## config.mk

```make
export PLATFORM = sky130hd
export DESIGN_NAME = rc_chan_capture
export DESIGN_NICKNAME = d
export VERILOG_FILES = /design/src/rtl/rc_chan_capture_pkg.sv /design/src/rtl/rc_chan_capture_meas.sv /design/src/rtl/rc_chan_capture.sv
export SDC_FILE = /design/constraint.sdc
export NUM_CORES = 1
export LEC_CHECK = 0
export ABC_AREA = 1
export BUFFER_PORTS_ARGS = -buffer_cell sky130_fd_sc_hd__buf_2
export CORE_MARGIN = 2
export CORE_UTILIZATION = 55
export DETAILED_ROUTE_END_ITERATION = 16
export GPL_ROUTABILITY_DRIVEN = 0
export HOLD_SLACK_MARGIN = 0.06
export PLACE_DENSITY_LB_ADDON = 0.3
export SETUP_SLACK_MARGIN = 0.1
export SYNTH_ARGS = -nofsm -noshare
export SYNTH_HDL_FRONTEND = slang
export SYNTH_SLANG_ARGS = --single-unit
export TNS_END_PERCENT = 100
```

## constraint.sdc

```tcl
create_clock -name i_clk -period 7.36 [get_ports i_clk]
set_input_delay 0 -clock i_clk [delete_from_list [all_inputs] [get_ports i_clk]]
set_output_delay 0 -clock i_clk [all_outputs]
set_load 0.02 [all_outputs]
```

## src/rtl/rc_chan_capture_pkg.sv

```systemverilog
// rc_chan_pkg: shared channel-state enum, value type and default radio calibration
package rc_chan_pkg;
  typedef enum logic {IDLE, HIGH} chan_state_e;
  localparam int RC_RES = 12;
  typedef logic signed [RC_RES:0] rc_value_t;
  localparam logic [RC_RES-1:0] RC_CENTER_DEF = 12'd1500;
  localparam logic [RC_RES-1:0] RC_MIN_DEF = 12'd900;
  localparam logic [RC_RES-1:0] RC_MAX_DEF = 12'd2100;
  localparam logic [RC_RES-1:0] RC_DZ_DEF = 12'd20;
endpackage

```

## src/rtl/rc_chan_capture_meas.sv

```systemverilog
// rc_chan_meas: one RC channel - sync, edge detect, width/timeout counting and evaluation
module rc_chan_meas
  import rc_chan_pkg::*;
#(
  parameter int K_RES = 12,
  parameter int K_TIMEOUT = 50000,
  parameter int K_TOWIDTH = $clog2(K_TIMEOUT + 1)
) (
  input  logic             i_clk,
  input  logic             i_rst_n,
  input  logic             i_pwm,
  input  logic             i_tick,
  input  logic             i_enable,
  input  logic [K_RES-1:0] i_center,
  input  logic [K_RES-1:0] i_min,
  input  logic [K_RES-1:0] i_max,
  input  logic [K_RES-1:0] i_deadzone,
  input  logic             i_polarity,
  output logic [K_RES:0]   o_value,
  output logic             o_update,
  output logic             o_failsafe,
  output logic             o_reject
);
  localparam logic [K_RES-1:0] W_SAT = '1;
  localparam logic [K_TOWIDTH-1:0] TO_END = K_TOWIDTH'(K_TIMEOUT);
  logic [1:0] sync_q;
  logic prev_q, rise_q, fall_q;
  chan_state_e state_q, state_d;
  logic [K_RES-1:0] width_q, width_d, w_nx;
  logic [K_TOWIDTH-1:0] tcnt_q, tcnt_d, t_nx;
  logic [K_RES:0] value_q, value_d, mag;
  logic signed [K_RES:0] pos, dzv, cmd;
  logic fs_q, fs_d, upd_q, upd_d, rej_q, rej_d, ok;
  // Sync and edge registers reset high so a line already high after reset or
  // a falling edge without a seen rising edge never starts a measurement.
  always_ff @(posedge i_clk or negedge i_rst_n) begin
    if (!i_rst_n) begin
      sync_q <= 2'b11;
      prev_q <= 1'b1;
      rise_q <= 1'b0;
      fall_q <= 1'b0;
    end else begin
      sync_q <= {sync_q[0], i_pwm};
      prev_q <= sync_q[1];
      rise_q <= sync_q[1] & ~prev_q;
      fall_q <= ~sync_q[1] & prev_q;
    end
  end
  // Evaluation datapath: the width includes this cycle's tick so a pulse of N ticks reads N
  always_comb begin
    w_nx = (i_tick && width_q != W_SAT) ? width_q + 1'b1 : width_q;
    t_nx = (i_tick && tcnt_q != TO_END) ? tcnt_q + 1'b1 : tcnt_q;
    ok = w_nx >= i_min && w_nx <= i_max && w_nx != W_SAT;
    pos = $signed({1'b0, w_nx}) - $signed({1'b0, i_center});
    mag = pos[K_RES] ? -pos : pos;
    dzv = (mag <= {1'b0, i_deadzone}) ? '0 : pos;
    cmd = i_polarity ? -dzv : dzv;
  end
  // Channel FSM and state updates; an accept overrides a same-cycle timeout
  always_comb begin
    state_d = state_q;
    width_d = width_q;
    tcnt_d = t_nx;
    value_d = value_q;
    fs_d = fs_q;
    upd_d = 1'b0;
    rej_d = 1'b0;
    if (t_nx == TO_END) begin
      fs_d = 1'b1;
      value_d = '0;
    end
    if (state_q == IDLE && rise_q) begin
      state_d = HIGH;
      width_d = '0;
    end
    if (state_q == HIGH) begin
      width_d = w_nx;
      if (fall_q) begin
        state_d = IDLE;
        rej_d = ~ok;
        if (ok) begin
          value_d = cmd;
          tcnt_d = '0;
          fs_d = 1'b0;
          upd_d = 1'b1;
        end
      end
    end
    if (!i_enable) begin
      state_d = IDLE;
      width_d = '0;
      tcnt_d = '0;
      fs_d = 1'b1;
      value_d = '0;
      upd_d = 1'b0;
      rej_d = 1'b0;
    end
  end
  // Channel state register
  always_ff @(posedge i_clk or negedge i_rst_n) begin
    if (!i_rst_n) begin
      state_q <= IDLE;
      width_q <= '0;
      tcnt_q <= '0;
      value_q <= '0;
      fs_q <= 1'b1;
      upd_q <= 1'b0;
      rej_q <= 1'b0;
    end else begin
      state_q <= state_d;
      width_q <= width_d;
      tcnt_q <= tcnt_d;
      value_q <= value_d;
      fs_q <= fs_d;
      upd_q <= upd_d;
      rej_q <= rej_d;
    end
  end
  assign o_value = value_q;
  assign o_update = upd_q;
  assign o_failsafe = fs_q;
  assign o_reject = rej_q;
endmodule

```

## src/rtl/rc_chan_capture.sv

```systemverilog
// rc_chan_capture: N-channel RC PWM capture with shared prescaler and output routing
module rc_chan_capture
  import rc_chan_pkg::*;
#(
  parameter int K_NCHAN = 4,
  parameter int K_RES = RC_RES,
  parameter int K_PRESCALE = 50,
  parameter int K_TIMEOUT = 50000,
  parameter int K_TOWIDTH = $clog2(K_TIMEOUT + 1),
  parameter int K_RW = (K_NCHAN > 1) ? $clog2(K_NCHAN) : 1
) (
  input  logic                         i_clk,
  input  logic                         i_rst_n,
  input  logic [K_NCHAN-1:0]           i_channels,
  input  logic                         i_enable,
  input  logic [K_RES-1:0]             i_center,
  input  logic [K_RES-1:0]             i_min,
  input  logic [K_RES-1:0]             i_max,
  input  logic [K_RES-1:0]             i_deadzone,
  input  logic [K_NCHAN-1:0]           i_polarity,
  input  logic [K_NCHAN*K_RW-1:0]      i_route,
  output logic [K_NCHAN*(K_RES+1)-1:0] o_value,
  output logic [K_NCHAN-1:0]           o_update,
  output logic [K_NCHAN-1:0]           o_failsafe,
  output logic [K_NCHAN-1:0]           o_reject
);
  localparam int PW = (K_PRESCALE > 1) ? $clog2(K_PRESCALE) : 1;
  localparam logic [PW-1:0] PRE_LAST = PW'(K_PRESCALE - 1);
  logic [PW-1:0] pre_q, pre_d;
  logic tick;
  logic [K_RES:0] val_w [K_NCHAN];
  logic [K_NCHAN-1:0] upd_w, fs_w;
  // Prescaler wrap produces the shared measurement tick
  always_comb begin
    tick = pre_q == PRE_LAST;
    pre_d = tick ? '0 : pre_q + 1'b1;
  end
  // Prescaler register
  always_ff @(posedge i_clk or negedge i_rst_n) begin
    if (!i_rst_n) pre_q <= '0;
    else pre_q <= pre_d;
  end
  for (genvar c = 0; c < K_NCHAN; c++) begin : g_chan
    rc_chan_meas #(
      .K_RES(K_RES),
      .K_TIMEOUT(K_TIMEOUT),
      .K_TOWIDTH(K_TOWIDTH)
    ) u_meas (
      .i_clk(i_clk),
      .i_rst_n(i_rst_n),
      .i_pwm(i_channels[c]),
      .i_tick(tick),
      .i_enable(i_enable),
      .i_center(i_center),
      .i_min(i_min),
      .i_max(i_max),
      .i_deadzone(i_deadzone),
      .i_polarity(i_polarity[c]),
      .o_value(val_w[c]),
      .o_update(upd_w[c]),
      .o_failsafe(fs_w[c]),
      .o_reject(o_reject[c])
    );
  end
  for (genvar r = 0; r < K_NCHAN; r++) begin : g_route
    logic [K_RW-1:0] sel;
    assign sel = i_route[r*K_RW +: K_RW];
    assign o_value[r*(K_RES+1) +: K_RES+1] = val_w[sel];
    assign o_update[r] = upd_w[sel];
    assign o_failsafe[r] = fs_w[sel];
  end
endmodule

```

# Yosys cells after proc, flatten, opt, wreduce, memory -nomap -nowiden
# Index checks and enable logic that the tools add are counted.
# word_totals
regBits	206
input_bits	67
out_inout_bits	64
wordCells	316
# op_classes
n_addsub	21
magnitude_cmp	20
n_eq_ne	21
mux	161
n_bitwise	28
reduce_logical	20
# ops
cell	n
$mux 13	40
$mux 16	20
$mux 12	16
$bmux 13 s2	4
$neg 13->13	8
$ne 12x12->1 const B	8
$mux 1	72
$add 16x1->16 const B	4
$eq 16x16->1 const B	4
$ne 16x16->1 const B	4
$le 13x12->1	4
$sub 12x12->13	4
$add 12x1->12 const B	4
$ge 12x12->1	4
$le 12x12->1	4
$logic_and 1x1->1	20
$bmux 1 s2	8
$not 1->1	16
$ge 3x3->1 const B	4
$lt 2x3->1 const B	4
$ne 3x1->1 const B	4
$not 2->3	4
$and 1x1->1	8
$add 6x1->6 const B	1
2 further kinds	2

# Logic depth before layout (Yosys ltp)
# depth
ltp_word	14
depth_mapped	44
depth_no_buf	42

# By module
# A second synthesis with hierarchy kept.
# hier_totals
cells_unflattened	3445
hier_area_um2	22226.3
# by_module_without_submodules
mod	instances	cells_each	area_each_um2	seq_area_each_um2
rc_chan_meas at g_chan[1].u_meas ...	2	764	5011.1	1256.2
rc_chan_meas at g_chan[3].u_meas	1	787	5167.5	1256.2
rc_chan_meas at g_chan[0].u_meas	1	752	5031.1	1256.2
rc_chan_capture	1	378	2005.7	150.1

# Least setup slack after synthesis
# OpenSTA, ideal clock, no wires.
# synth_timing
path_kind	reg2reg
start	register pre_q[1]
end	register g_chan[2].u_meas.value_q[4]
setup_ns	0.113
arrival_time_ns	5.314
required_time_ns	7.247
slack_ns	1.933
stages_incl_launch_ff	44
path_buffers	3
synth_period_minus_slack_ns	5.427
path_cell_list	dfrtp_1 -> inv_1 -> ha_1 -> nand2_1 -> nor4_4 -> buf_6 -> nand2_8 -> inv_4 -> nand2_1 -> xor2_1 -> clkinv_1 -> ha_1 -> a21oi_1 -> nor2_1 -> o21ai_0 -> nand3_1 -> nand3_1 -> and2_0 -> [... 8 more ...] -> o21ai_0 -> nand2_1 -> nand2_1 -> nand2_1 -> nand2_1 -> nand2_1 -> nand2_2 -> buf_6 -> nand2_1 -> ha_1 -> inv_1 -> a21oi_1 -> inv_1 -> nand2_1 -> or2_0 -> nand3_1 -> nand2_1 -> inv_1
# synth_via
elab_chain_cells	14
word_cells_on_any_way	23
cone_classes	add/sub: 3; order compare: 3; eq/ne: 3; mux: 10; reduce/logical: 4
# synth_lines
element	line	rtl
from (decl)	rc_chan_capture.sv:29	logic [PW-1:0] pre_q, pre_d;
from (signal assigned)	rc_chan_capture.sv:41	else pre_q <= pre_d;
$eq 6x6->1 (*)	rc_chan_capture.sv:35	tick = pre_q == PRE_LAST;
$logic_and 1x1->1	rc_chan_capture_meas.sv:51	w_nx = (i_tick && width_q != W_SAT) ? width_q + 1'b1 : width_q;
$mux 12	rc_chan_capture_meas.sv:51	
$sub 12x12->13	rc_chan_capture_meas.sv:54	pos = $signed({1'b0, w_nx}) - $signed({1'b0, i_center});
$neg 13->13	rc_chan_capture_meas.sv:55	mag = pos[K_RES] ? -pos : pos;
$mux 13	rc_chan_capture_meas.sv:55	
$le 13x12->1	rc_chan_capture_meas.sv:56	dzv = (mag <= {1'b0, i_deadzone}) ? '0 : pos;
$mux 13	rc_chan_capture_meas.sv:56	
$neg 13->13	rc_chan_capture_meas.sv:57	cmd = i_polarity ? -dzv : dzv;
$mux 13	rc_chan_capture_meas.sv:57	
$mux 13	rc_chan_capture_meas.sv:81	if (ok) begin
$mux 13	rc_chan_capture_meas.sv:78	if (fall_q) begin
$mux 13 (*)	rc_chan_capture_meas.sv:76	if (state_q == HIGH) begin
$mux 13 (*)	rc_chan_capture_meas.sv:89	if (!i_enable) begin
named net g_chan[2].u_meas.value_d[4]	rc_chan_capture_meas.sv:31	logic [K_RES:0] value_q, value_d, mag;
to (signal assigned)	rc_chan_capture_meas.sv:113	value_q <= value_d;
to (decl)	rc_chan_capture_meas.sv:31	
# Mark *: on every way through the listed nets, which the timed path passes. The rest lies on a longest branch.
# A chain may end at the register's enable or synchronous reset.

# Worst setup path in the final report
# layout_timing
start	register pre_q[1]
end	register g_chan[0].u_meas.value_q[6]
# layout_via
elab_chain_cells	14
word_cells_on_any_way	23
cone_classes	add/sub: 3; order compare: 3; eq/ne: 3; mux: 10; reduce/logical: 4
# layout_lines
element	line
$eq 6x6->1 (*)	rc_chan_capture.sv:35
$logic_and 1x1->1	rc_chan_capture_meas.sv:51
$mux 12	rc_chan_capture_meas.sv:51
$sub 12x12->13	rc_chan_capture_meas.sv:54
$neg 13->13	rc_chan_capture_meas.sv:55
$mux 13	rc_chan_capture_meas.sv:55
$le 13x12->1	rc_chan_capture_meas.sv:56
$mux 13	rc_chan_capture_meas.sv:56
$neg 13->13	rc_chan_capture_meas.sv:57
$mux 13	rc_chan_capture_meas.sv:57
$mux 13	rc_chan_capture_meas.sv:81
$mux 13	rc_chan_capture_meas.sv:78
$mux 13 (*)	rc_chan_capture_meas.sv:76
$mux 13 (*)	rc_chan_capture_meas.sv:89
named net g_chan[0].u_meas.value_d[6]	rc_chan_capture_meas.sv:31
to (signal assigned)	rc_chan_capture_meas.sv:113
to (decl)	rc_chan_capture_meas.sv:31
# Marked as above.

==> results.py <==
metrics = {
    "place": {
        "dp.cells": 3667,
        "post_dp_cell_area_mm2": 0.0218,
        "place_hpwl_um": 49700,
        "port_buffers": 130,
    },
    "drt": {
        "drt_wl_total_um": 64400,
        "first_iter_violations": 2217,
        "vias": 21900,
        "ant_nets": 0,
        "remaining_drc_errors": 0,
        "avgViaCountPerCell": 5.87,
        "wire_per_inst_um": 17.3,
        "drtPass1Iterations": 6,
    },
    "logic_synthesis": {
        "synth_xor_area_frac": 0.0711,
        "synth_top_area_share": 0.228,
        "synth_fp_nets": 3381,
        "yosysWarnings": 0,
        "yosysSeqAreaShare": 0.248,
        "postSynthCellCount": 3096,
        "synth_area_per_cell_um2": 6.74,
        "synthSimpleGateAreaFrac": 0.305,
        "yosysTopAreaCell": "dfrtp_1",
        "synth_area_mm2": 0.0209,
        "synth_area_leaders": "dfrtp_1, ha_1, nand2_1, nor2_1, inv_1",
        "synth_top_family_by_area": "simple AND/OR/NAND/NOR gates",
        "synth_seq_cells": 206,
        "synth-edff-count": 0,
        "muxShareOfSynthArea": 0,
        "ys_types": 60,
        "async_flop_share": 1.00,
        "synth-adder-area-share": 0.132,
        "ys.flop_type": "dfrtp_1",
        "synth_compound_area_frac": 0.148,
    },
    "timing": {
        "finalCriticalPeriod_ns": 6.56,
        "setup_viol": 0,
        "grt_setup_unrepaired": "false",
        "hold_viol_final": 0,
        "post-route-period-util": 0.891,
        "slew_headroom": 0.315,
        "fmax_ghz": 0.153,
        "tns_ns": 0,
        "whs_ns": 0.0850,
        "drv_slew": 0,
        "fin_skew_ns": 0.0146,
        "tightest_slew_ns": 1.03,
    },
    "worst_setup_path": {
        "start_kind": "register",
        "cp_data_arrival_time_ns": 6.98,
        "slowest_stage": "ha_1",
        "crit_fanout": 17,
        "required_ns": 7.78,
        "critPathKind": "reg2reg",
        "crit_path_max_incr_delay_ns": 0.41,
        "crit_top_cell": "nand2_1",
        "end_kind": "register",
    },
    "power": {
        "peakVddDrop_mv": 0.158,
        "total_power_mw": 3.10,
        "p_per_area_mw_per_mm2": 135,
        "p_leak_nw": 12.0,
    },
    "die": {
        "die_area_mm2": 0.0395,
        "core_mm2": 0.0375,
        "dieWidth_um": 199,
        "start_util": 0.557,
        "rows": 71,
        "die_y_um": 199,
        "ios": 131,
    },
    "global_routing": {
        "grt_antenna_before_repair": 1,
        "grt_pass1_vias": 20500,
        "grt_overflow_total": 0,
        "grt_pass1_wl_um": 104000,
        "grt_max_degree": 81,
        "grt_usage": 0.325,
    },
    "layout": {
        "postLayoutCellArea_mm2": 0.0229,
        "layout-drive-gt1-share": 0.0888,
        "multi_input_area_mm2": 0.0137,
        "final_cells": 3731,
        "seqCellArea_mm2": 0.00517,
        "nets": 3484,
        "nFillCells": 3504,
        "areaGrowthSynthToFinish_pct": 9.54,
    },
    "cts": {
        "path_clk_slew_ns": 0.06,
        "clkSinkCount": 206,
        "htree_levels": 1,
        "cts_made_buffers": 26,
        "clk_path_buf_depth": 3,
        "cts_tree": "done",
        "clockRootBuffer": "clkbuf_16",
        "clk_latency_ns": 0.56,
    },
    "min_path": {
        "worstHoldPathType": "in2reg",
    },
    "run": {
        "cap_viol_max_count": 0,
    },
    "status": {
        "outcome": "complete, no violations",
    },
}
[through the flow]
| stage | util | setup slack (ns) |
|---|---|---|
| 2_1_floorplan | - | 1.93 |
| 4_1_cts | 0.609 | 0.409 |
| 3_3_place_gp | 0.581 | 0.740 |
| 6_report | 0.610 | 0.804 |
| 5_1_grt | 0.610 | 0.128 |
| 3_5_place_dp | 0.581 | 0.482 |
[cells by family after synthesis]
| logic type | count (synthesis) |
|---|---|
| adder cells (fa/ha/maj) | 218 |
| buffers and inverters | 490 |
| XOR/XNOR | 166 |
| AND/OR/NAND/NOR | 1454 |
| AO/OA/AOI/OAI | 562 |
| flip-flops | 206 |
[power by group]
part	switching, mW	internal (mW)
clock	0.524	0.800
combinational	0.431	0.191
sequential	0.00645	1.14
[metal layers]
layer / routed length (um) / global-route usage
met1: 27400 / 0.438
met2: 28100 / 0.507
met3: 5680 / 0.0531
met4: 3260 / 0.163
met5: 0 / 0
[final timing paths]
path | start | end | slack [ns] | cells after the start
min | i_channels[0] | g_chan[0].u_meas.sync_q[0] | 0.09 | 2
min reg2reg | g_chan[0].u_meas.sync_q[0] | g_chan[0].u_meas.sync_q[1] | 0.35 | 0
max in group asynchronous | i_rst_n | g_chan[2].u_meas.width_q[11] | 5.76 | 4
min in group asynchronous | i_rst_n | g_chan[3].u_meas.o_failsafe | 0.56 | 3
max reg2reg | pre_q[1] | g_chan[0].u_meas.o_value[6] | 0.80 | 41
max | pre_q[1] | g_chan[0].u_meas.o_value[6] | 0.80 | 41
[cell type report]
type / count / share of cell area
clock buffer: 36 / 0.0319
timing repair buffer: 157 / 0.0398
antenna: 1 / 0.000109
inverter: 408 / 0.0672
multi-input combinational: 2400 / 0.599
tap: 511 / 0.0280
clock inverter: 12 / 0.00717
sequential: 206 / 0.226
[registers in the layout, summed over array words and instances (netlist names)]
| signal | flops |
|---|---|
| g_chan.u_meas.o_reject | 4 |
| g_chan.u_meas.rise_q | 4 |
| g_chan.u_meas.tcnt_q | 64 |
| g_chan.u_meas.o_value | 52 |
| g_chan.u_meas.o_update | 4 |
| g_chan.u_meas.fall_q | 4 |
| g_chan.u_meas.width_q | 48 |
| g_chan.u_meas.sync_q | 8 |
| g_chan.u_meas.state_q | 4 |
| g_chan.u_meas.o_failsafe | 4 |
| g_chan.u_meas.prev_q | 4 |
| pre_q | 6 |
[cell usage after synthesis (45+ instances only)]
master,count
nand4_1,55
nand2_1,614
o21ai_0,238
nor2_1,407
nand3_1,225
o22ai_1,84
inv_1,386
clkbuf_1,45
ha_1,214
xor2_1,145
dfrtp_1,190
nor3_1,52
a21oi_1,156
[placed cells by master, fill, tap and decap left out, types with 5 or more instances in the layout]
cell type	count
nand2_1	614
nor2_1	407
inv_1	386
o21ai_0	238
nand3_1	225
ha_1	214
dfrtp_1	190
a21oi_1	156
xor2_1	145
buf_2	129
o22ai_1	84
nand4_1	55
nor3_1	52
clkbuf_16	26
o21ai_1	19
inv_2	17
xnor2_1	17
nor4_1	17
dfstp_2	16
nand2_2	15
buf_4	15
nand3b_1	14
nor2_2	13
dlygate4sd3_1	11
a21o_1	9
o211ai_1	9
a211oi_1	9
o21bai_1	8
nor3_2	6
o31ai_1	6
or2_2	6
nand2_4	6
clkbuf_1	6
a31oi_1	5
a21boi_0	5
nor3b_1	5
clkbuf_8	5
[timing repair]
item | 4_1_cts | 5_1_grt
setup buffers | 0 | 3
hold endpoints to repair | 103 | 0
hold buffers | 12 | 0
setup endpoints to repair | 0 | 20
gates resized for setup | 0 | 1
[critical path: cells and delay by family (launching register included)]
family          cells  cell delay [ns]
fa+ha+maj           4             1.02
buf+inv             8             1.14
simple gates       21             2.59
compound gates      7             1.10
xor+xnor            1             0.14
flops               1             0.40
Note: power is estimated with default switching activity, not from simulation.
